[src/rtl/uart_alu_ctrl.sv]
// Frame sequencer between UART and ALU: collects operand A, operand B and opcode,
// runs the ALU for one cycle, then sends the result back as a single UART byte.
module uart_alu_ctrl #(
  parameter int N_DATA         = 8,
  parameter int N_OP           = 6,
  parameter int TIMEOUT_CYCLES = 2000000
) (
  input  logic              i_clock,
  input  logic              i_reset,
  input  logic              i_rx_done,
  input  logic [N_DATA-1:0] i_rx_data,
  input  logic              i_tx_done,
  output logic              o_tx_signal,
  output logic [N_DATA-1:0] o_tx_result,
  output logic [N_DATA-1:0] o_alu_a,
  output logic [N_DATA-1:0] o_alu_b,
  output logic [N_OP-1:0]   o_alu_op,
  input  logic [N_DATA-1:0] i_alu_result,
  output logic              o_busy,
  output logic              o_err_op,
  output logic              o_err_timeout,
  output logic              o_err_overrun
);

  localparam logic [2:0] WAIT_A  = 3'd0;
  localparam logic [2:0] WAIT_B  = 3'd1;
  localparam logic [2:0] WAIT_OP = 3'd2;
  localparam logic [2:0] EXEC    = 3'd3;
  localparam logic [2:0] SEND    = 3'd4;
  localparam logic [2:0] WAIT_TX = 3'd5;

  localparam int CW = (TIMEOUT_CYCLES > 1) ? $clog2(TIMEOUT_CYCLES) : 1;
  localparam logic [CW-1:0] TERM = CW'(TIMEOUT_CYCLES - 1);

  localparam logic [N_OP-1:0] OP_ADD = N_OP'('h20);
  localparam logic [N_OP-1:0] OP_SUB = N_OP'('h22);
  localparam logic [N_OP-1:0] OP_AND = N_OP'('h24);
  localparam logic [N_OP-1:0] OP_OR  = N_OP'('h25);
  localparam logic [N_OP-1:0] OP_XOR = N_OP'('h26);
  localparam logic [N_OP-1:0] OP_NOR = N_OP'('h27);
  localparam logic [N_OP-1:0] OP_SRA = N_OP'('h03);
  localparam logic [N_OP-1:0] OP_SRL = N_OP'('h02);

  logic [2:0]        r_state;
  logic [2:0]        w_state_nx;
  logic [CW-1:0]     r_cnt;
  logic [CW-1:0]     w_cnt_nx;
  logic [N_DATA-1:0] r_alu_a;
  logic [N_DATA-1:0] r_alu_b;
  logic [N_DATA-1:0] r_tx_result;
  logic [N_OP-1:0]   r_alu_op;
  logic              r_tx_signal;
  logic              r_busy;
  logic              r_err_op;
  logic              r_err_timeout;
  logic              r_err_overrun;
  logic              w_op_valid;
  logic              w_timeout;
  logic              w_err_op;
  logic              w_err_overrun;

  always_comb begin
    w_op_valid = 1'b0;
    if (i_rx_data[N_DATA-1:N_OP] == '0) begin
      case (i_rx_data[N_OP-1:0])
        OP_ADD, OP_SUB, OP_AND, OP_OR,
        OP_XOR, OP_NOR, OP_SRA, OP_SRL: w_op_valid = 1'b1;
        default:                        w_op_valid = 1'b0;
      endcase
    end
  end

  // A byte arriving on the terminal count wins over the timeout.
  always_comb begin
    w_state_nx    = r_state;
    w_cnt_nx      = r_cnt + CW'(1);
    w_timeout     = 1'b0;
    w_err_op      = 1'b0;
    w_err_overrun = 1'b0;
    case (r_state)
      WAIT_A: begin
        w_cnt_nx = '0;
        if (i_rx_done) w_state_nx = WAIT_B;
      end
      WAIT_B: begin
        if (i_rx_done) begin
          w_cnt_nx   = '0;
          w_state_nx = WAIT_OP;
        end else if (r_cnt == TERM) begin
          w_cnt_nx   = '0;
          w_timeout  = 1'b1;
          w_state_nx = WAIT_A;
        end
      end
      WAIT_OP: begin
        if (i_rx_done) begin
          w_cnt_nx = '0;
          if (w_op_valid) begin
            w_state_nx = EXEC;
          end else begin
            w_err_op   = 1'b1;
            w_state_nx = WAIT_A;
          end
        end else if (r_cnt == TERM) begin
          w_cnt_nx   = '0;
          w_timeout  = 1'b1;
          w_state_nx = WAIT_A;
        end
      end
      EXEC: begin
        w_cnt_nx      = '0;
        w_err_overrun = i_rx_done;
        w_state_nx    = SEND;
      end
      SEND: begin
        w_cnt_nx      = '0;
        w_err_overrun = i_rx_done;
        w_state_nx    = WAIT_TX;
      end
      WAIT_TX: begin
        w_cnt_nx      = '0;
        w_err_overrun = i_rx_done;
        if (i_tx_done) w_state_nx = WAIT_A;
      end
      default: begin
        w_cnt_nx   = '0;
        w_state_nx = WAIT_A;
      end
    endcase
  end

  always_ff @(posedge i_clock) begin
    if (i_reset) begin
      r_state       <= WAIT_A;
      r_cnt         <= '0;
      r_alu_a       <= '0;
      r_alu_b       <= '0;
      r_alu_op      <= '0;
      r_tx_result   <= '0;
      r_tx_signal   <= 1'b0;
      r_busy        <= 1'b0;
      r_err_op      <= 1'b0;
      r_err_timeout <= 1'b0;
      r_err_overrun <= 1'b0;
    end else begin
      r_state <= w_state_nx;
      r_cnt   <= w_cnt_nx;
      if (r_state == WAIT_A && i_rx_done) r_alu_a <= i_rx_data;
      if (r_state == WAIT_B && i_rx_done) r_alu_b <= i_rx_data;
      if (r_state == WAIT_OP && i_rx_done && w_op_valid) r_alu_op <= i_rx_data[N_OP-1:0];
      if (r_state == EXEC) r_tx_result <= i_alu_result;
      r_tx_signal   <= (r_state == EXEC);
      r_busy        <= (w_state_nx == EXEC) || (w_state_nx == SEND) || (w_state_nx == WAIT_TX);
      r_err_op      <= w_err_op;
      r_err_timeout <= w_timeout;
      r_err_overrun <= w_err_overrun;
    end
  end

  assign o_tx_signal   = r_tx_signal;
  assign o_tx_result   = r_tx_result;
  assign o_alu_a       = r_alu_a;
  assign o_alu_b       = r_alu_b;
  assign o_alu_op      = r_alu_op;
  assign o_busy        = r_busy;
  assign o_err_op      = r_err_op;
  assign o_err_timeout = r_err_timeout;
  assign o_err_overrun = r_err_overrun;

endmodule

[config.mk]
export PLATFORM = sky130hd
export DESIGN_NAME = uart_alu_ctrl
export DESIGN_NICKNAME = d
export VERILOG_FILES = /design/src/rtl/uart_alu_ctrl.sv
export SDC_FILE = /design/constraint.sdc
export NUM_CORES = 1
export LEC_CHECK = 0
export ABC_AREA = 1
export ABC_CLOCK_PERIOD_IN_PS = 1500
export BUFFER_PORTS_ARGS = -buffer_cell sky130_fd_sc_hd__buf_2
export CAP_MARGIN = 20
export CORE_MARGIN = 2
export CORE_UTILIZATION = 45
export CTS_CLUSTER_DIAMETER = 40
export CTS_CLUSTER_SIZE = 30
export DETAILED_ROUTE_END_ITERATION = 7
export PLACE_DENSITY = 0.73
export SYNTH_ARGS = -nofsm -noshare
export SYNTH_HDL_FRONTEND = slang
export SYNTH_SLANG_ARGS = --single-unit
[constraint.sdc]
create_clock -name i_clock -period 1.5 [get_ports i_clock]
set_input_delay 0.225 -clock i_clock [delete_from_list [all_inputs] [get_ports i_clock]]
set_output_delay 0.225 -clock i_clock [all_outputs]
set_load 0.03 [all_outputs]
### Word level (Yosys, flattened, before mapping)

Index checks and enable logic that the tools add are counted.

* input port bits: 20
* flip-flop bits (word level): 59
* logic and storage cells: 59
* output and inout port bits: 35

* bitwise logic cells: 4
* add/subtract/negate cells: 1
* equal/unequal tests: 17
* multiplexer cells: 11
* reduce and logical (&&, ||, !) cells: 15

Operators with widths (count)
* $eq 6x6->1 const B: 6
* $add 21x1->21 const B: 1
* $eq 21x21->1 const B: 1
* $pmux 3 s6: 1
* $mux 3: 5
* $eq 3x3->1 const B: 4
* $eq 6x2->1 const B: 2
* $eq 3x2->1 const B: 3
* $reduce_or 3->1: 3
* $reduce_or 8->1: 1
* $logic_and 1x1->1: 4
* $mux 1: 4
* $not 1->1: 4
* $reduce_or 2->1: 2
* $reduce_or 4->1: 1
* $eq 3x1->1 const B: 1
* $logic_not 3->1: 1
* $logic_not 2->1: 1
* $logic_or 1x1->1: 2
* $mux 2: 1

### Longest topological paths before layout

Gate-level depths: netlist of the first run.

* depth in word-level cells: 10
* depth in mapped cells: 11
* depth with buffers taken out: 11

### Least setup slack after synthesis of the first run

Ideal clock, no wire load.

* path kind: reg2reg
* start point: reg r_cnt[0]
* end point: reg r_cnt[18]
* setup slack: 81 ps
* cell stages (with the launch flop): 11
* clock period less this slack: 1419 ps
* arrival time: 1303 ps
* path buffers: 0
* required time: 1384 ps
* setup time: 116 ps
* path through: dfxtp_1 > ha_1 > nand3_2 > inv_2 > nand2_2 > inv_2 > nand3b_4 > nor2_2 > nand2_1 > nor2_1 > nor3b_2

* word-level cells in the longest chain between the ends: 2
* elaborated cells between the ends (all ways): 3
* classes of those cells: add/sub: 1; eq/ne: 1; reduce/logical: 1

RTL lines
* start: declaration: RTL line 46 `logic [CW-1:0] r_cnt;`
* start signal: assignment: RTL line 147 `r_cnt <= w_cnt_nx;`
* parallel branches: the longest is 2 deep, another holds $add 21x1->21

Several ways; the timed one is not identified.
A chain may end at the register's enable or synchronous reset.

### Worst setup path after layout of the first run

* start point: reg r_cnt[1]
* end point: reg r_cnt[18]

Same word-level chain as after synthesis.

==> results of run 1 <==
[sequential cells by signal, indices dropped and copies added, names as in the netlist]
signal	cells
o_tx_signal	1
o_alu_op	6
o_err_op	1
o_busy	1
r_state	3
r_cnt	21
o_err_overrun	1
o_tx_result	8
o_err_timeout	1
o_alu_a	8
o_alu_b	8
[worst paths after layout]
kind                                  endpoint            start
worst max-delay path                 r_cnt[18]         r_cnt[1]
worst min register to register     o_alu_op[4]      o_alu_op[4]
worst max register to register       r_cnt[18]         r_cnt[1]
worst min-delay path            o_tx_result[2]  i_alu_result[2]
[placed cells by master (no fill, tap or decap), types with 5 or more instances in the layout]
| cell | count |
|---|---|
| nand2_1 | 42 |
| nand4_1 | 5 |
| inv_1 | 26 |
| nand2_2 | 5 |
| nor2_2 | 7 |
| o21ai_0 | 32 |
| nor3_1 | 7 |
| buf_4 | 12 |
| inv_2 | 7 |
| nor2_1 | 75 |
| a21oi_1 | 20 |
| dfxtp_1 | 50 |
| dfxtp_2 | 8 |
| buf_2 | 54 |
| nand3_1 | 11 |
| clkbuf_8 | 10 |
[tightest hold or removal path, delay by kind of cell]
family	cells	cell delay, ns
buf+inv	1	0.08
simple gates	1	0.07
compound gates	1	0.07
[cell usage after synthesis (all sizes together)]
cell	number
clkbuf	4
nor3b	2
inv	33
a31oi	1
nor3	12
nand3	15
a211oi	1
xor2	3
nand3b	2
nand4	6
or2	4
ha	1
nor2	84
o21ai	33
a2111oi	1
a21oi	21
buf	5
nand2	47
o21a	2
dfxtp	59
xnor2	1
[metal layers]
layer / GRT usage [%] / routed length (um) / vias up / share of wire, %
li1: - / - / 1227 / -
met4: 9.12 / 126 / 0 / 2.2
met3: 4.71 / 301 / 13 / 5.1
met5: 0 / 0 / - / 0
met2: 34.2 / 2850 / 79 / 49
met1: 24.0 / 2570 / 1110 / 44
[logic make-up after synthesis]
group                    after synthesis
adder cells (fa/ha/maj)                1
XOR/XNOR                               4
flip-flops                            59
AO/OA/AOI/OAI                         59
buffers and inverters                 42
AND/OR/NAND/NOR                      172
[per-stage QoR]
step	hold WS [ns]	TNS, ns	setup slack [ns]
floorplan	0.360	0	0.0810
detailed placement	0.429	-0.0590	-0.0410
finish	0.142	0	0.0593
global route	0.145	-0.127	-0.0510
global placement	0.430	0	0.0355
CTS	0.134	-0.0125	-0.0125
[timing repair]
action,CTS,global route
gates cloned,0,0
setup endpoints to repair,3,23
pin swaps,0,2
buffers inserted,0,1
resized for setup,5,27
[where the power goes]
group / total, uW / internal (uW) / switching, uW / leakage (uW)
clock network: 1790 / 1150 / 642 / 0.000126
registers: 1630 / 1610 / 23.8 / 0.000483
logic: 317 / 105 / 211 / 0.000833
total: 3740 / 2870 / 878 / 0.00144
[area by class of cell]
type	count	area, um2
repair buffers	67	380
clock inverters	6	113
multi-input cells	236	1240
inverters	33	124
flip-flops and latches	59	1190
clock buffers	10	138
fillers	489	2160
well taps	72	90.1
==> impl_metrics.toml, run 1 <==
[power]
p_leak_uw = 0.00144
max-vdd-ir-drop_mv = 0.880
power_density_nw_per_um2 = 1140
p_total_uw = 3740

[route]
drtPass1Iterations = 7
vias = 2429
wl_per_cell_um = 12.1
wl_mm = 5.85
antenna_left = 0
first_iter_violations = 147
drc = 0
routed_via_density = 5.03

[clock_tree]
clkTransAtPathRegs_ns = 0.07
cts_buffers = 9
clock_path_buffers = 2
insertion_delay_ns = 0.33
cts_tree = "yes"
cts_root_buffer = "clkbuf_8"
cts.htree.levels = 3
hold_buffers = 0
cts_sinks = 59

[global_routing]
grt_pass1_vias = 2314
antenna_found_initial = 0
grt_first_pass_wirelength_mm = 9.86
grt_max_degree = 31
grt_overflow = 0
grt_usage_pct = 20.1

[critical_path]
crit_path_max_fanout = 4
cpLargestDelayFamily = "simple AND/OR/NAND/NOR gates"
crit_type = "flip-flop to flip-flop"
endpoint_kind = "flip-flop"
rr_worst_depth = 10
r2r_setup_slack_ns = 0.06
crit_buf_inv = 2
start_kind = "flip-flop"
critPathArrivalTime_ns = 1.70
crit_cells = 10
crit_chain = "ha_4, nand3_4, inv_2, nand2_2, inv_2, nand3b_4, nor2_4, nand2_2, nand2_1, nor3b_2"
required_ns = 1.76
critical_path.max_stage_delay_ns = 0.37
cpMaxStageDelayCell = "dfxtp_4"

[floorplanning]
rows = 27
dieArea_um2 = 6170
die_x_um = 78.6
io_pins = 55
start_util_pct = 46.0
core_um2 = 5440
die_h_um = 78.6

[sta]
min_period_over_period_pct = 96.0
finClkSkew_ns = 0.00517
rsz0062_at_grt = "true"
worstMarginPinSlew_ns = 0.363
slew_headroom_pct = 75.2
hold_viol = 0
slew_violations = 0
fmax_mhz = 694
finalSetupViolations = 0
period_minus_slack_ns = 1.44

[finish]
drive_above_1_share_pct = 31.6
area_growth_syn_to_layout_pct = 31.0
layout.cells.non_filler = 483
postLayoutCoreUtil_pct = 60.2
final_nets = 427
antenna_cells = 0
final_cell_area_um2 = 3280

[yosys]
yosys.area_share.simple_pct = 31.5
avgSynthCellArea_um2 = 7.42
muxShareOfSynthArea_pct = 0
synth-compound-area-share_pct = 12.6
yosys.cell_types.count = 35
synth_area_um2 = 2500
yosysTopAreaCellShare_pct = 47.2
syn-num-nets = 358
synthCells = 337
yosys.area_share.adder_pct = 0.500
yosysWarnings = 0
yosysTopAreaCell = "dfxtp_1"
netlist_top_cells_area = "dfxtp_1 47%, nor2_1 12%, nand2_1 6.8%, o21ai_0 6.4%, inv_1 4.2%"
synth_seq_area_share_pct = 47.2
synth_xor_area_share_pct = 1.40
synth-seq-cells = 59
synth_top_family_by_area = "simple AND/OR/NAND/NOR gates"

[status]
status = "finished, final reports clean"

[place]
port_buffers = 54
place_congestion = 0.891
dp.cells = 466
dp_hpwl_mm = 4.13
post_dp_cell_area_um2 = 2920

[worst_hold_path]
hold_depth = 3
holdCritPathClass = "primary input to flip-flop"

[flow_run]
max-cap-violations = 0
Power figures use the tool's default switching activity.
==> inputs of run 2 (changes only) <==
--- a/config.mk
+++ b/config.mk
@@ -10,11 +10,11 @@
 export BUFFER_PORTS_ARGS = -buffer_cell sky130_fd_sc_hd__buf_2
 export CAP_MARGIN = 20
 export CORE_MARGIN = 2
-export CORE_UTILIZATION = 45
+export CORE_UTILIZATION = 48
 export CTS_CLUSTER_DIAMETER = 40
 export CTS_CLUSTER_SIZE = 30
 export DETAILED_ROUTE_END_ITERATION = 7
-export PLACE_DENSITY = 0.73
+export PLACE_DENSITY = 0.77
 export SYNTH_ARGS = -nofsm -noshare
 export SYNTH_HDL_FRONTEND = slang
 export SYNTH_SLANG_ARGS = --single-unit
==> run 2 against run 1 <==
Via count up 0.99%. Non-clock buffer count up 11. Sequential share of layout area down 0.67 points. Count of clock-buffer cells in the layout did not move. Sequential power about the same. Hold slack got worse by 0.0034 ns. Combinational power is 2% higher. Fmax up 0.95%. First-iteration DRC count fell by 20%. Final cell count is 1.7% higher. Final area grew 1.5%. Largest power group unchanged.
==> impl_metrics.toml, run 2 (synthesis gave the netlist of run 1 again) <==
[route]
routed_via_density = 5.00
wl_per_cell_um = 12.1
drc = 0
wl_mm = 5.92
first_iter_violations = 117
antenna_left = 0
vias = 2453
drtPass1Iterations = 5

[critical_path]
endpoint_kind = "flip-flop"
rr_worst_depth = 7
crit_chain = "nand2_1, nor2_2, nand2_1, nor3_2, nand2_1, or2_0, a21oi_1"
critPathArrivalTime_ns = 1.69
crit_top_cell = "nand2_1"
required_ns = 1.76
critical_path.max_stage_delay_ns = 0.42
crit_cells = 7
cpMaxStageDelayCell = "dfxtp_1"
crit_buf_inv = 0
start_kind = "flip-flop"
crit_path_max_fanout = 5
cpLargestDelayFamily = "simple AND/OR/NAND/NOR gates"
crit_type = "flip-flop to flip-flop"
r2r_setup_slack_ns = 0.07

[sta]
slew_headroom_pct = 76.2
tns_ns = 0
finClkSkew_ns = 0.00631
fmax_mhz = 701
finalSetupViolations = 0
hold_viol = 0
min_period_over_period_pct = 95.1
period_minus_slack_ns = 1.43
rsz0062_at_grt = "false"
worstMarginPinSlew_ns = 0.349
slew_violations = 0

[clock_tree]
cts_root_buffer = "clkbuf_8"
hold_buffers = 0
clock_path_buffers = 2
insertion_delay_ns = 0.33
cts_sinks = 59
cts_buffers = 9
cts.htree.levels = 3
clkTransAtPathRegs_ns = 0.06
cts_tree = "yes"

[power]
p_leak_uw = 0.00150
power_density_nw_per_um2 = 1160
max-vdd-ir-drop_mv = 0.901

[global_routing]
grt_max_degree = 31
grt_pass1_vias = 2314
grt_usage_pct = 21.6
grt_first_pass_wirelength_mm = 10.1
grt_overflow = 0
antenna_found_initial = 0

[finish]
final_nets = 438
antenna_cells = 0
layout.cells.non_filler = 491
drive_above_1_share_pct = 30.6
final_common_cell = "nor2_1"
final_cell_mix = "78 x nor2_1, 54 x buf_2, 52 x dfxtp_1"
fill_cells = 457
regMostFlops = "r_cnt"
largest_register_ffs = 21
area_growth_syn_to_layout_pct = 32.9

[floorplanning]
die_x_um = 76.2
rows = 26
dieArea_um2 = 5800
io_pins = 55
core_um2 = 5070
start_util_pct = 49.3
die_h_um = 76.2

[status]
status = "finished, final reports clean"

[place]
port_buffers = 54
place_congestion = 0.882
dp.cells = 474
dp_hpwl_mm = 4.27

[worst_hold_path]
hold_depth = 3
holdCritPathClass = "primary input to flip-flop"

[flow_run]
max-cap-violations = 0
[run 2: cell types whose count changed in the layout (fill, tap and decap cells not counted), sizes merged]
cell / change
clkinv: -2
bufinv: +1
buf: +11
[run 2: worst paths after layout]
kind                   startpoint        endpoint
setup / recovery         r_cnt[8]       r_cnt[19]
hold / removal    i_alu_result[7]  o_tx_result[7]
setup reg to reg         r_cnt[8]       r_cnt[19]
hold reg to reg       o_alu_op[4]     o_alu_op[4]
[run 2: through the flow]
step           hold slack (ns)  cell area [um2]  power, uW  utilization [%]  setup WS [ns]
6_report                 0.139             3320       3870             65.5         0.0728
3_5_place_dp             0.428             2980       1980             58.7        -0.0722
3_3_place_gp             0.426             2980       1980             58.7         0.0194
4_1_cts                  0.126             3260       3890             64.2        0.00143
5_1_grt                  0.157             3320       3990             65.5        0.00118
2_1_floorplan            0.360             2500       1870                -         0.0810
[run 2: worst register-to-register path: cells and delay by family, from the launching register on]
kind               cells  cell delay (ns)
DFF                    1             0.42
AOI/OAI and AO/OA      1             0.13
and+or+nand+nor        6             0.82
[run 2: final cells by class]
type / count / area [um2] / share of cell area [%]
timing repair buffer: 78 / 450 / 13.5
clock buffer: 10 / 138 / 4.14
clock inverter: 5 / 125 / 3.76
multi-input combinational: 236 / 1210 / 36.4
tap: 70 / 87.6 / 2.63
inverter: 33 / 124 / 3.73
sequential: 59 / 1190 / 35.8
[run 2: repair_timing]
action	4_1_cts	5_1_grt
setup buffers	1	1
gates cloned	0	0
endpoints found under the setup margin	10	12
pin swaps	0	3
gates resized for setup	1	19
[run 2: power breakdown]
part	internal [uW]	leakage, uW	switching (uW)
logic	106	0.000888	216
registers	1610	0.000482	22.6
clock network	1300	0.000132	605
[run 2: routing by layer]
metal	track usage, %	wire length (um)	vias up
met1	26.4	2610	1128
met2	36.3	2940	67
met4	8.55	62	0
li1	-	-	1250
met5	0	0	-
met3	5.69	306	8
==> inputs of run 3 (changes only) <==
--- a/config.mk
+++ b/config.mk
@@ -10,11 +10,12 @@
 export BUFFER_PORTS_ARGS = -buffer_cell sky130_fd_sc_hd__buf_2
 export CAP_MARGIN = 20
 export CORE_MARGIN = 2
-export CORE_UTILIZATION = 48
+export CORE_UTILIZATION = 50
+export CTS_BUF_LIST = sky130_fd_sc_hd__clkbuf_2
 export CTS_CLUSTER_DIAMETER = 40
 export CTS_CLUSTER_SIZE = 30
 export DETAILED_ROUTE_END_ITERATION = 7
-export PLACE_DENSITY = 0.77
+export PLACE_DENSITY = 0.84
 export SYNTH_ARGS = -nofsm -noshare
 export SYNTH_HDL_FRONTEND = slang
 export SYNTH_SLANG_ARGS = --single-unit
==> run 3 against run 2 <==
The flow now finishes with violations (negative setup slack). Clock power fell by 32%. Register-to-register slack hardly changed. Final area increased by 0.38%. First-iteration DRC count is 91% higher. Flip-flop and latch count did not move. Final cell count is the same.
==> impl_metrics.toml, run 3 (synthesis gave the netlist of run 1 again) <==
[status]
status = "finished with violations"
violations = "negative setup slack"

[clock_tree]
cts.htree.levels = 3
cts_buffers = 9
clkTransAtPathRegs_ns = 0.17
cts_tree = "yes"
cts_root_buffer = "clkbuf_2"
cts_sinks = 59
insertion_delay_ns = 0.49
clock_path_buffers = 2

[sta]
fmax_mhz = 666
slew_headroom_pct = 73.3
min_period_over_period_pct = 100
worst_slack_ns = -0.00114
rsz0062_at_grt = "true"
worstMarginPinSlew_ns = 0.391
hold_viol = 0
finalSetupViolations = 1
slew_violations = 0
finClkSkew_ns = 0.0226
period_minus_slack_ns = 1.50

[floorplanning]
die_h_um = 74.7
start_util_pct = 52.3
core_um2 = 4790
dieArea_um2 = 5580
rows = 25
die_x_um = 74.7
io_pins = 55

[critical_path]
start_kind = "primary input"
critPathArrivalTime_ns = 1.93
crit_type = "primary input to flip-flop"
cpMaxStageDelayCell = "dlygate4sd3_1"
critical_path.max_stage_delay_ns = 0.54
cpLargestDelayFamily = "buffers and inverters"
rr_startpoint = "r_cnt[0]"
crit_path_start = "i_rx_data[7]"
crit_buf_inv = 3
endpoint_kind = "flip-flop"
required_ns = 1.92
crit_path_max_fanout = 6
crit_chain = "dlygate4sd3_1, buf_2, nor2_2, nand2_1, nor2_2, nand2_2, nor3_4, inv_2, o21ai_2, nand2_1, a21oi_2"

[power]
p_leak_uw = 0.00148
max-vdd-ir-drop_mv = 0.685
power_density_nw_per_um2 = 984

[flow_run]
max-cap-violations = 0

[global_routing]
grt_max_degree = 22
grt_usage_pct = 23.3
grt_pass1_vias = 2273
grt_use_met1_pct = 27.0
antenna_found_initial = 0
grt_overflow = 0
grt_first_pass_wirelength_mm = 9.87
gr-usage-met3_pct = 6.96
grt_use_met2_pct = 40.3
grt_busiest_layer = "met2"

[route]
wl_per_cell_um = 12.8
vias = 2498
drc = 0
antenna_left = 0
first_iter_violations = 223
drtPass1Iterations = 4
wl_mm = 6.29
routed_via_density = 5.09

[finish]
final_common_cell = "nor2_1"
final_cell_mix = "73 x nor2_1, 51 x buf_2, 47 x dfxtp_1"
final_cell_area_um2 = 3340
area_growth_syn_to_layout_pct = 33.4
drive_above_1_share_pct = 30.7
largest_register_ffs = 21
antenna_cells = 0
regMostFlops = "r_cnt"
final_nets = 441

[place]
dp_slack_ns = -0.00526
port_buffers = 54
place_congestion = 0.879
dp_hpwl_mm = 4.11
post_dp_cell_area_um2 = 2880

[worst_hold_path]
holdCritPathClass = "primary input to flip-flop"
worstHoldStart = "i_rx_data[2]"
-- run 3: cell types whose count changed in the layout (fill, tap and decap cells not counted), moves of 3 or more --
cell / previous run / this run
clkbuf_8: 10 / 0
buf_2: 54 / 51
nand3_2: 1 / 4
nor2_1: 78 / 73
nand2_1: 44 / 41
nor2_2: 4 / 10
nand2_2: 3 / 6
dfxtp_4: 0 / 3
buf_4: 24 / 13
dlygate4sd3_1: 0 / 14
dfxtp_1: 52 / 47
clkbuf_2: 0 / 9
-- run 3: worst paths after layout --
kind / end / slack, ns / cells past startpoint
worst max register to register: r_cnt[18] / 0.07 / 10
worst max-delay path: r_state[0] / -0.001 / 11
worst min register to register: o_alu_op[3] / 0.45 / 2
worst min-delay path: o_alu_b[2] / 0.03 / 3
-- run 3: worst reg2reg max path: stages, from the launching register on --
cell and delay, ns:
dfxtp_4 0.40, ha_4 0.15, nand3_2 0.11, inv_2 0.10, nand2_2 0.07, inv_2 0.09, nand3b_4 0.09, nor2_4 0.11
nand2_1 0.07, nor2_1 0.11, nor3b_2 0.05
-- run 3: per-layer routing --
layer  vias up  share of wire (%)
met1      1146                 42
met3        16                5.3
li1       1255                  -
met4         0                2.0
met2        81                 51
met5         -                  0
-- run 3: through the flow --
stage          TNS (ns)  total power (uW)  util, %  hold slack (ns)  cells
5_1_grt          -0.254              3410     69.7           0.0274    491
6_report       -0.00114              3280     69.7           0.0337    491
2_1_floorplan         0              1870        -            0.360    337
4_1_cts               0              3280     66.4          0.00258    486
3_3_place_gp          0              1970     60.2            0.425    457
3_5_place_dp   -0.00526              1970     60.2            0.425    457
-- run 3: area by class of cell --
type,count,area (um2)
sequential,59,1200
clock inverter,6,105
tap,67,83.8
inverter,33,124
multi-input combinational,236,1230
fill,356,1450
timing repair buffer,81,549
clock buffer,9,45.0
-- run 3: what timing repair did --
item	4_1_cts	5_1_grt
gates cloned	0	1
hold buffers	14	0
pin swaps	0	5
gates resized for setup	2	35
endpoints found under the hold margin	21	0
endpoints found under the setup margin	3	22
setup buffers	0	7
-- run 3: power by group --
group | total, uW | internal (uW) | switching (uW)
Sequential | 1640 | 1610 | 25.5
Clock | 1290 | 699 | 592
Combinational | 357 | 134 | 224
Total | 3280 | 2440 | 841
